### src/rtl/ofm_pkg.sv
// Shared OFM store geometry and the read-engine state encoding.
package ofm_pkg;

  localparam int OFM_ROWS   = 44;
  localparam int OFM_COLS   = 4;
  localparam int OFM_DEPTH  = OFM_ROWS * OFM_COLS;
  localparam int OFM_DATA_W = 8;
  localparam int OFM_ADDR_W = 8;

  typedef enum logic [1:0] {
    IDLE  = 2'd0,
    READ  = 2'd1,
    FLUSH = 2'd2,
    DONE  = 2'd3
  } ofm_state_e;

endpackage

### src/rtl/ofm_skid_fifo.sv
// Two-entry FIFO with push/pop/count, shared by the stream-side blocks.
// A push into a full FIFO is accepted only when a pop frees a slot in the same cycle.
module ofm_skid_fifo #(
  parameter int DATA_W = 8
) (
  input  logic              i_clk,
  input  logic              i_rst_n,
  input  logic              i_push,
  input  logic [DATA_W-1:0] i_data,
  input  logic              i_pop,
  output logic [DATA_W-1:0] o_data,
  output logic [1:0]        o_count,
  output logic              o_empty
);

  logic [DATA_W-1:0] r_mem [2];
  logic              r_wr_ptr;
  logic              r_rd_ptr;
  logic [1:0]        r_count;
  logic              w_push;
  logic              w_pop;

  assign w_pop  = i_pop && (r_count != 2'd0);
  assign w_push = i_push && ((r_count != 2'd2) || w_pop);

  always_ff @(posedge i_clk or negedge i_rst_n) begin
    if (!i_rst_n) begin
      r_wr_ptr <= 1'b0;
      r_rd_ptr <= 1'b0;
      r_count  <= 2'd0;
    end else begin
      if (w_push) r_wr_ptr <= ~r_wr_ptr;
      if (w_pop)  r_rd_ptr <= ~r_rd_ptr;
      case ({w_push, w_pop})
        2'b10:   r_count <= r_count + 2'd1;
        2'b01:   r_count <= r_count - 2'd1;
        default: r_count <= r_count;
      endcase
    end
  end

  // Storage carries data only; occupancy is tracked by the reset control above.
  always_ff @(posedge i_clk) begin
    if (w_push) r_mem[r_wr_ptr] <= i_data;
  end

  assign o_data  = r_mem[r_rd_ptr];
  assign o_count = r_count;
  assign o_empty = (r_count == 2'd0);

endmodule

### src/rtl/ofm_reader.sv
// OFM read engine: walks a wrapping address range and streams bytes over valid/ready.
// Optional OFM_RELU_EN zeroes negative bytes at the output.
module ofm_reader
  import ofm_pkg::*;
#(
  parameter int DATA_W = OFM_DATA_W,
  parameter int ADDR_W = OFM_ADDR_W,
  parameter int DEPTH  = OFM_DEPTH
) (
  input  logic              clk,
  input  logic              rst,
  input  logic              start,
  input  logic [ADDR_W-1:0] base_addr,
  input  logic [ADDR_W:0]   length,
  output logic              busy,
  output logic              done,
  output logic              mem_rden,
  output logic [ADDR_W-1:0] mem_addr,
  input  logic [DATA_W-1:0] mem_rdata,
  output logic [DATA_W-1:0] out_data,
  output logic              out_valid,
  input  logic              out_ready,
  output logic              out_last
);

  localparam logic [ADDR_W:0]   DEPTH_LEN = (ADDR_W+1)'(DEPTH);
  localparam logic [ADDR_W:0]   CNT_ONE   = (ADDR_W+1)'(1);
  localparam logic [ADDR_W-1:0] LAST_ADDR = ADDR_W'(DEPTH - 1);

  ofm_state_e        r_state;
  ofm_state_e        w_next;
  logic [ADDR_W-1:0] r_rd_addr;
  logic [ADDR_W:0]   r_len;
  logic [ADDR_W:0]   r_issued;
  logic [ADDR_W:0]   r_delivered;
  logic              r_inflight;

  logic [ADDR_W:0]   w_len_clamped;
  logic [ADDR_W:0]   w_delivered_nx;
  logic [1:0]        w_fifo_count;
  logic              w_fifo_empty;
  logic [DATA_W-1:0] w_head;
  logic [DATA_W-1:0] w_head_out;
  logic              w_pop;
  logic [2:0]        w_occ;
  logic              w_can_issue;

  assign w_len_clamped  = (length > DEPTH_LEN) ? DEPTH_LEN : length;
  assign out_valid      = !w_fifo_empty;
  assign w_pop          = out_valid && out_ready;
  assign w_delivered_nx = r_delivered + (ADDR_W+1)'(w_pop);

  // Occupancy after this cycle's pop, so a slot freed now can be refilled now.
  assign w_occ       = 3'(w_fifo_count) + 3'(r_inflight) - 3'(w_pop);
  assign w_can_issue = (r_issued != r_len) && (w_occ < 3'd2);

  always_comb begin
    w_next   = r_state;
    mem_rden = 1'b0;
    busy     = 1'b0;
    done     = 1'b0;
    case (r_state)
      IDLE: begin
        if (start) w_next = (w_len_clamped != '0) ? READ : DONE;
      end
      READ: begin
        busy     = 1'b1;
        mem_rden = w_can_issue;
        if (r_issued == r_len) w_next = FLUSH;
      end
      FLUSH: begin
        busy = 1'b1;
        if (w_delivered_nx == r_len) w_next = DONE;
      end
      DONE: begin
        done   = 1'b1;
        w_next = IDLE;
      end
      default: w_next = IDLE;
    endcase
  end

  always_ff @(posedge clk or negedge rst) begin
    if (!rst) begin
      r_state     <= IDLE;
      r_rd_addr   <= '0;
      r_len       <= '0;
      r_issued    <= '0;
      r_delivered <= '0;
      r_inflight  <= 1'b0;
    end else begin
      r_state    <= w_next;
      r_inflight <= mem_rden;
      if (r_state == IDLE && start) begin
        r_rd_addr   <= base_addr;
        r_len       <= w_len_clamped;
        r_issued    <= '0;
        r_delivered <= '0;
      end else begin
        if (mem_rden) begin
          r_issued  <= r_issued + CNT_ONE;
          r_rd_addr <= (r_rd_addr == LAST_ADDR) ? '0 : r_rd_addr + ADDR_W'(1);
        end
        if (w_pop) r_delivered <= w_delivered_nx;
      end
    end
  end

  assign mem_addr = mem_rden ? r_rd_addr : '0;

  ofm_skid_fifo #(
    .DATA_W (DATA_W)
  ) u_fifo (
    .i_clk   (clk),
    .i_rst_n (rst),
    .i_push  (r_inflight),
    .i_data  (mem_rdata),
    .i_pop   (w_pop),
    .o_data  (w_head),
    .o_count (w_fifo_count),
    .o_empty (w_fifo_empty)
  );

`ifdef OFM_RELU_EN
  assign w_head_out = w_head[DATA_W-1] ? '0 : w_head;
`else
  assign w_head_out = w_head;
`endif

  assign out_data = out_valid ? w_head_out : '0;
  assign out_last = out_valid && (r_delivered == (r_len - CNT_ONE));

endmodule

### config.mk
export PLATFORM = sky130hd
export DESIGN_NAME = ofm_reader
export DESIGN_NICKNAME = d
export VERILOG_FILES = /design/src/rtl/ofm_pkg.sv /design/src/rtl/ofm_skid_fifo.sv /design/src/rtl/ofm_reader.sv
export SDC_FILE = /design/constraint.sdc
export NUM_CORES = 1
export LEC_CHECK = 0
export CAP_MARGIN = 20
export CORE_MARGIN = 3
export CORE_UTILIZATION = 40
export CTS_BUF_LIST = sky130_fd_sc_hd__clkbuf_2 sky130_fd_sc_hd__clkbuf_4 sky130_fd_sc_hd__clkbuf_8
export DETAILED_ROUTE_END_ITERATION = 12
export PLACE_DENSITY_LB_ADDON = 0.2
export REMOVE_ABC_BUFFERS = 1
export SLEW_MARGIN = 20
export SYNTH_ARGS = -nofsm -noshare
export SYNTH_HDL_FRONTEND = slang
export SYNTH_HIERARCHICAL = 1
export SYNTH_SLANG_ARGS = --single-unit
### constraint.sdc
create_clock -name clk -period 3.57 [get_ports clk]
set_clock_uncertainty 0.1 [all_clocks]
set_input_delay 0.5355 -clock clk [delete_from_list [all_inputs] [get_ports clk]]
set_output_delay 0.5355 -clock clk [all_outputs]
set_load 0.02 [all_outputs]
* Word level (Yosys, flattened, before mapping)
Memory sizes are Yosys's and may differ from the RTL's. Cells that the tools add are included.
Cells by class: add/sub/neg operators 8, multipliers 0, div/mod/pow operators 0, order comparisons 2, equal/unequal tests 14, shifts and indexed selects 0, multiplexer cells 21, bitwise logic cells 2, reduce and logical (&&, ||, !) cells 17
Operators with widths (number):
- 9-bit two-way mux | 5
- 8-bit two-way mux | 5
- 9-bit equality test | 3
- 9-bit by 1-bit adder with 9-bit output | 1
- 9-bit by 1-bit adder with 9-bit output (second input constant) | 1
- 9-bit by 8-bit greater-than comparator with 1-bit output (second input constant) | 1
- 9-bit != test | 1
- 9-bit nonzero test | 1
- 9-bit by 1-bit subtractor with 9-bit output (second input constant) | 1
- 8-bit by 1-bit adder with 8-bit output (second input constant) | 1
- 8-bit equality test (second input constant) | 1
- 2-bit two-way mux | 4
- 2-bit != test (second input constant) | 4
- 2-bit case mux with 4 select lines | 1
- 2-bit nonzero test | 4
- 2-bit equality test (second input constant) | 3
- 1-bit logical AND | 6
- 1-bit two-way mux | 5
- 2-bit by 1-bit equality test with 1-bit output (second input constant) | 2
- 2-bit logical NOT | 2
- 2-bit case mux with 2 select lines | 1
- 2-bit by 1-bit adder with 3-bit output | 1
- 3-bit by 2-bit less-than comparator with 1-bit output (second input constant) | 1
- 3-bit AND reduction | 1
- other kinds (7) | 8
Word-level totals: register bits 42, latch bits 0, bits in writable memories 16, bits in read-only memories 0, bits of input ports 29, output and inout bits 21, logic and storage cells 74, memories 1
Memories:
- u_fifo.r_mem | words 2, width 8, rd ports 1, clocked after memory_dff 0, write ports 1, RTL line ofm_skid_fifo.sv:16 | logic [DATA_W-1:0] r_mem [2];

* Logic depth before layout (Yosys ltp)
depth after elaboration 9, depth in mapped cells 13, gate-level depth less buffers 11

* Cells and area by module
Netlist, hierarchy kept.
By module, submodules not included:
- ofm_reader | times used 1, cells an instance 295, area each 2665.1 µm², seq. area each 950.9 µm²
- ofm_skid_fifo | times used 1, cells an instance 48, area each 792.0 µm², seq. area each 580.6 µm²

* Worst setup path after synthesis
OpenSTA, ideal clock, no wires.
path type input port to output port, start point in out_ready, end point out mem_addr[0], arrival time 2.880 ns, data required time 2.934 ns, path slack 0.054 ns, stages 9, buffers on the path 2, cells stage by stage nor2b_1 -> clkbuf_1 -> ha_1 -> nor2b_1 -> fa_1 -> nand3b_1 -> a31oi_2 -> clkbuf_1 -> and2_1
On the way: longest elaborated chain between the ends 6
RTL lines:
- from (decl) | RTL line ofm_reader.sv:22 | input logic out_ready,
- 1-bit logical AND | RTL line ofm_reader.sv:50 | assign w_pop = out_valid && out_ready;
- via w_pop | RTL line ofm_reader.sv:44 | logic w_pop;
- 3-bit by 1-bit subtractor with 3-bit output | RTL line ofm_reader.sv:54 | assign w_occ = 3'(w_fifo_count) + 3'(r_inflight) - 3'(w_pop);
- 3-bit by 2-bit less-than comparator with 1-bit output | RTL line ofm_reader.sv:55 | assign w_can_issue = (r_issued != r_len) && (w_occ < 3'd2);
- 1-bit logical AND | RTL line ofm_reader.sv:55
- 1-bit two-way mux | RTL line ofm_reader.sv:62 | case (r_state)
- via mem_rden | RTL line ofm_reader.sv:17 | output logic mem_rden,
- 8-bit two-way mux | RTL line ofm_reader.sv:109 | assign mem_addr = mem_rden ? r_rd_addr : '0;
- to (decl) | RTL line ofm_reader.sv:18 | output logic [ADDR_W-1:0] mem_addr,
The timed path passes the listed nets, and every way through them passes these cells.

* Final worst setup path
start point in out_ready, end point out mem_addr[7]
On the way: longest elaborated chain between the ends 6
RTL lines (RTL line):
- 1-bit logical AND | ofm_reader.sv:50
- 3-bit by 1-bit subtractor with 3-bit output | ofm_reader.sv:54
- 3-bit by 2-bit less-than comparator with 1-bit output | ofm_reader.sv:55
- 1-bit logical AND | ofm_reader.sv:55
- 1-bit two-way mux | ofm_reader.sv:62
- 8-bit two-way mux | ofm_reader.sv:109
No other way between the ends.

==> results.cfg <==
[clock_tree]
path_clk_slew_ns = 0.08
clkLatencyLatePin_ns = 0.35
clock_sinks = 58
ctsHtreeMaxLevel = 3
clk_path_buf_depth = 2
cts_buffers = 9
cts_hold_buf = 0
root_buffer = clkbuf_8
cts_tree = yes

[run]
cap_viol_max_count = 0

[setup_path]
slowest_delay_ns = 0.48
r2r_slack_ns = 0.57
ff2ff_path_depth = 13
worstPathCellList = clkdlybuf4s50_1 -> nor2b_4 -> ha_1 -> nor2b_1 -> fa_1 -> nand3b_1 -> a31oi_4 -> buf_12 -> and2_1 -> buf_2
worstPathArrival_ns = 2.79
worstSetupEndpointType = output pin
cp-start-kind = input pin
worst_r2r_endpoint = r_issued[8]
path_class = in2out
critPathMaxFanout = 12
cp_slowest_cell = clkdlybuf4s50_1
r2r_start = u_fifo/o_count[0]
cp.required_ns = 2.93

[yosys]
synthCells = 343
syn_area_sq_um = 3460
ys_seq_elements = 58
syn_area_per_cell_sq_um = 10.1
synth_edf_count = 16
synth.top_cells.by_area = dfrtp_1 (30%), edfxtp_1 (14%), xor2_1 (7.3%)
ys_async_sr_fraction_pct = 72.4
ys_seq_area_share_pct = 44.3
yosys_most_used_dff = dfrtp_1
yosysTopAreaCellShare_pct = 30.4
synth_cell_types = 56
yosys.area.top_type = dfrtp_1
synthTopCellsByCount = dfrtp_1 (42), nor2_1 (32), xor2_1 (29), nand2_1 (24), edfxtp_1 (16)
ys_warn_count = 6
synth_most_common_cell = dfrtp_1

[power_and_ir_drop]
p_leak_nw = 1.87
peakVddDrop_uv = 408
finalPower_mw = 3.43
p_int_mw = 2.17
power.density_nw_per_um2 = 783
switching_power_mw = 1.27
switching_share_pct = 36.9
combPwrFrac_pct = 45.8
p_clk_share_pct = 23.6
seq_power_share_pct = 30.6

[place]
placed_cell_area_sq_um = 4100
place_ws_ns = -0.435
portBuffers = 49
place_congestion = 0.779
place_hpwl_microns = 5340

[sta]
finalSetupViolCount = 0
worstMarginPinSlew_ns = 0.759
relSlewSlack_pct = 49.1
final-max-slew-violation-count = 0
fin_crit_ns = 3.43
max_clock_freq_ghz = 0.292
fin_hold_ws_ns = 0.0756
grt_setup_unrepaired = no
fin_ws_ns = 0.143
hold_viol = 0
fin_crit_sh_pct = 96.0

[route]
vias_per_cell = 5.20
drc = 0
wl_met3_microns = 287
top_layer = met4
ant_nets = 0
drt_pass1_iterations = 4
met1_length_microns = 3640
routedWlPerCell_microns = 14.6
routed-wl-met2_microns = 3420
wl_microns = 7450
drt_iter0_markers = 101
vias = 2655

[floorplanning]
die_h_microns = 99.0
io_pins = 50
core_area_sq_um = 8300
die_w_microns = 99.0
initial_core_util_pct = 41.7
dieArea_sq_um = 9790
row_count = 33

[status]
outcome = complete, no violations

[final_layout]
nets = 442
fin_area_sq_um = 4380
fillers = 751
drive_above_1_share_pct = 15.3
area_growth_syn_to_layout_pct = 26.8
diodes = 0

[global_routing]
grt_antenna_before_repair = 0
grt_pass1_wl_microns = 12900
grt_pass1_vias = 2673
grt_overflow = 0
grtUsageTotal_pct = 16.2
grt_max_degree = 43

[min_path]
hold_path_class = in2async
-- placed cells by master (no fill, tap or decap), types with 5 or more instances in the layout --
| master | netlist | final |
|---|---|---|
| dfrtp_1 | 42 | 42 |
| clkdlybuf4s50_1 | 0 | 38 |
| nor2_1 | 32 | 32 |
| xor2_1 | 29 | 29 |
| nand2_1 | 24 | 24 |
| edfxtp_1 | 16 | 16 |
| xnor2_1 | 14 | 14 |
| buf_4 | 1 | 14 |
| inv_1 | 13 | 13 |
| nor2b_1 | 14 | 13 |
| o21ai_0 | 13 | 13 |
| nand3_1 | 13 | 13 |
| ha_1 | 11 | 11 |
| and2_1 | 10 | 10 |
| clkbuf_8 | 0 | 9 |
| a21oi_1 | 8 | 8 |
| buf_2 | 6 | 8 |
| mux2_2 | 8 | 8 |
| mux2i_1 | 6 | 6 |
| nand4_1 | 5 | 5 |
| and3_1 | 5 | 5 |
-- registers in the layout (all words and copies together) (netlist names) --
signal,count
r_delivered,9
r_inflight,1
r_issued,9
r_len,9
r_rd_addr,8
r_state,2
u_fifo/o_count,2
u_fifo/r_mem,16
u_fifo/r_rd_ptr,1
u_fifo/r_wr_ptr,1
-- final cells by class --
class / instances / area (sq um) / share of cell area, %
tap: 105 / 131 / 3.00
clock buffer: 9 / 124 / 2.83
multi-input combinational: 255 / 1820 / 41.4
inverter: 13 / 48.8 / 1.11
sequential: 58 / 1530 / 34.9
clock inverter: 7 / 141 / 3.22
timing repair buffer: 64 / 592 / 13.5
-- worst max-delay path, delay by kind of cell --
family | cells | cell delay [ns]
buffers and inverters | 3 | 0.79
adders and majority gates | 2 | 0.65
and+or+nand+nor | 4 | 0.60
AOI/OAI and AO/OA | 1 | 0.20
-- how the worst max path moves through the flow --
| stage | from | endpoint | slack, ns | depth (start not counted) |
|---|---|---|---|---|
| 6_report | out_ready | mem_addr[7] | 0.14 | 10 |
| 3_5_place_dp | out_ready | mem_addr[5] | -0.43 | 10 |
| 5_1_grt | out_ready | mem_addr[2] | 0.007 | 10 |
| 2_1_floorplan | u_fifo/o_count[1] | mem_addr[0] | -0.32 | 8 |
| 4_1_cts | out_ready | mem_rden | 0.02 | 9 |
| 3_3_place_gp | out_ready | mem_addr[0] | -0.39 | 10 |
-- power by group through the flow --
stage | combinational [mW] | clock, mW | sequential (mW)
after floorplan | 0.985 | 0 | 1.02
after global placement | 1.50 | 0 | 1.06
after detailed placement | 1.53 | 0 | 1.06
after global routing | 1.74 | 0.857 | 1.08
final | 1.57 | 0.809 | 1.05
after CTS | 1.58 | 0.825 | 1.05
-- through the flow --
stage | TNS [ns] | util [%] | instances
2_1_floorplan | -3.59 | - | 326
3_3_place_gp | -3.36 | 49.4 | 493
3_5_place_dp | -3.71 | 49.4 | 493
4_1_cts | 0 | 52.7 | 511
5_1_grt | 0 | 52.8 | 511
6_report | 0 | 52.8 | 511
-- logic make-up after synthesis --
kind of cell	synth area share, %
AOI/OAI and AO/OA	9.92
xor gates and xnor gates	11.7
adders and majority gates	4.56
buffers and inverters	3.80
DFF	44.3
muxes	4.34
and+or+nand+nor	21.4
-- metal layers --
layer  vias to the layer above  track usage, %
met1                      1276            21.7
met5                         -               0
met4                         0            5.46
met2                        46            26.0
met3                         9            3.61
li1                       1324               -
-- repair_timing --
item	CTS	global route
gates cloned	1	0
buffers inserted	1	0
endpoints found under the hold margin	0	0
gates resized for setup	36	4
endpoints found under the setup margin	10	8
Note: power is estimated with default switching activity, not from simulation.
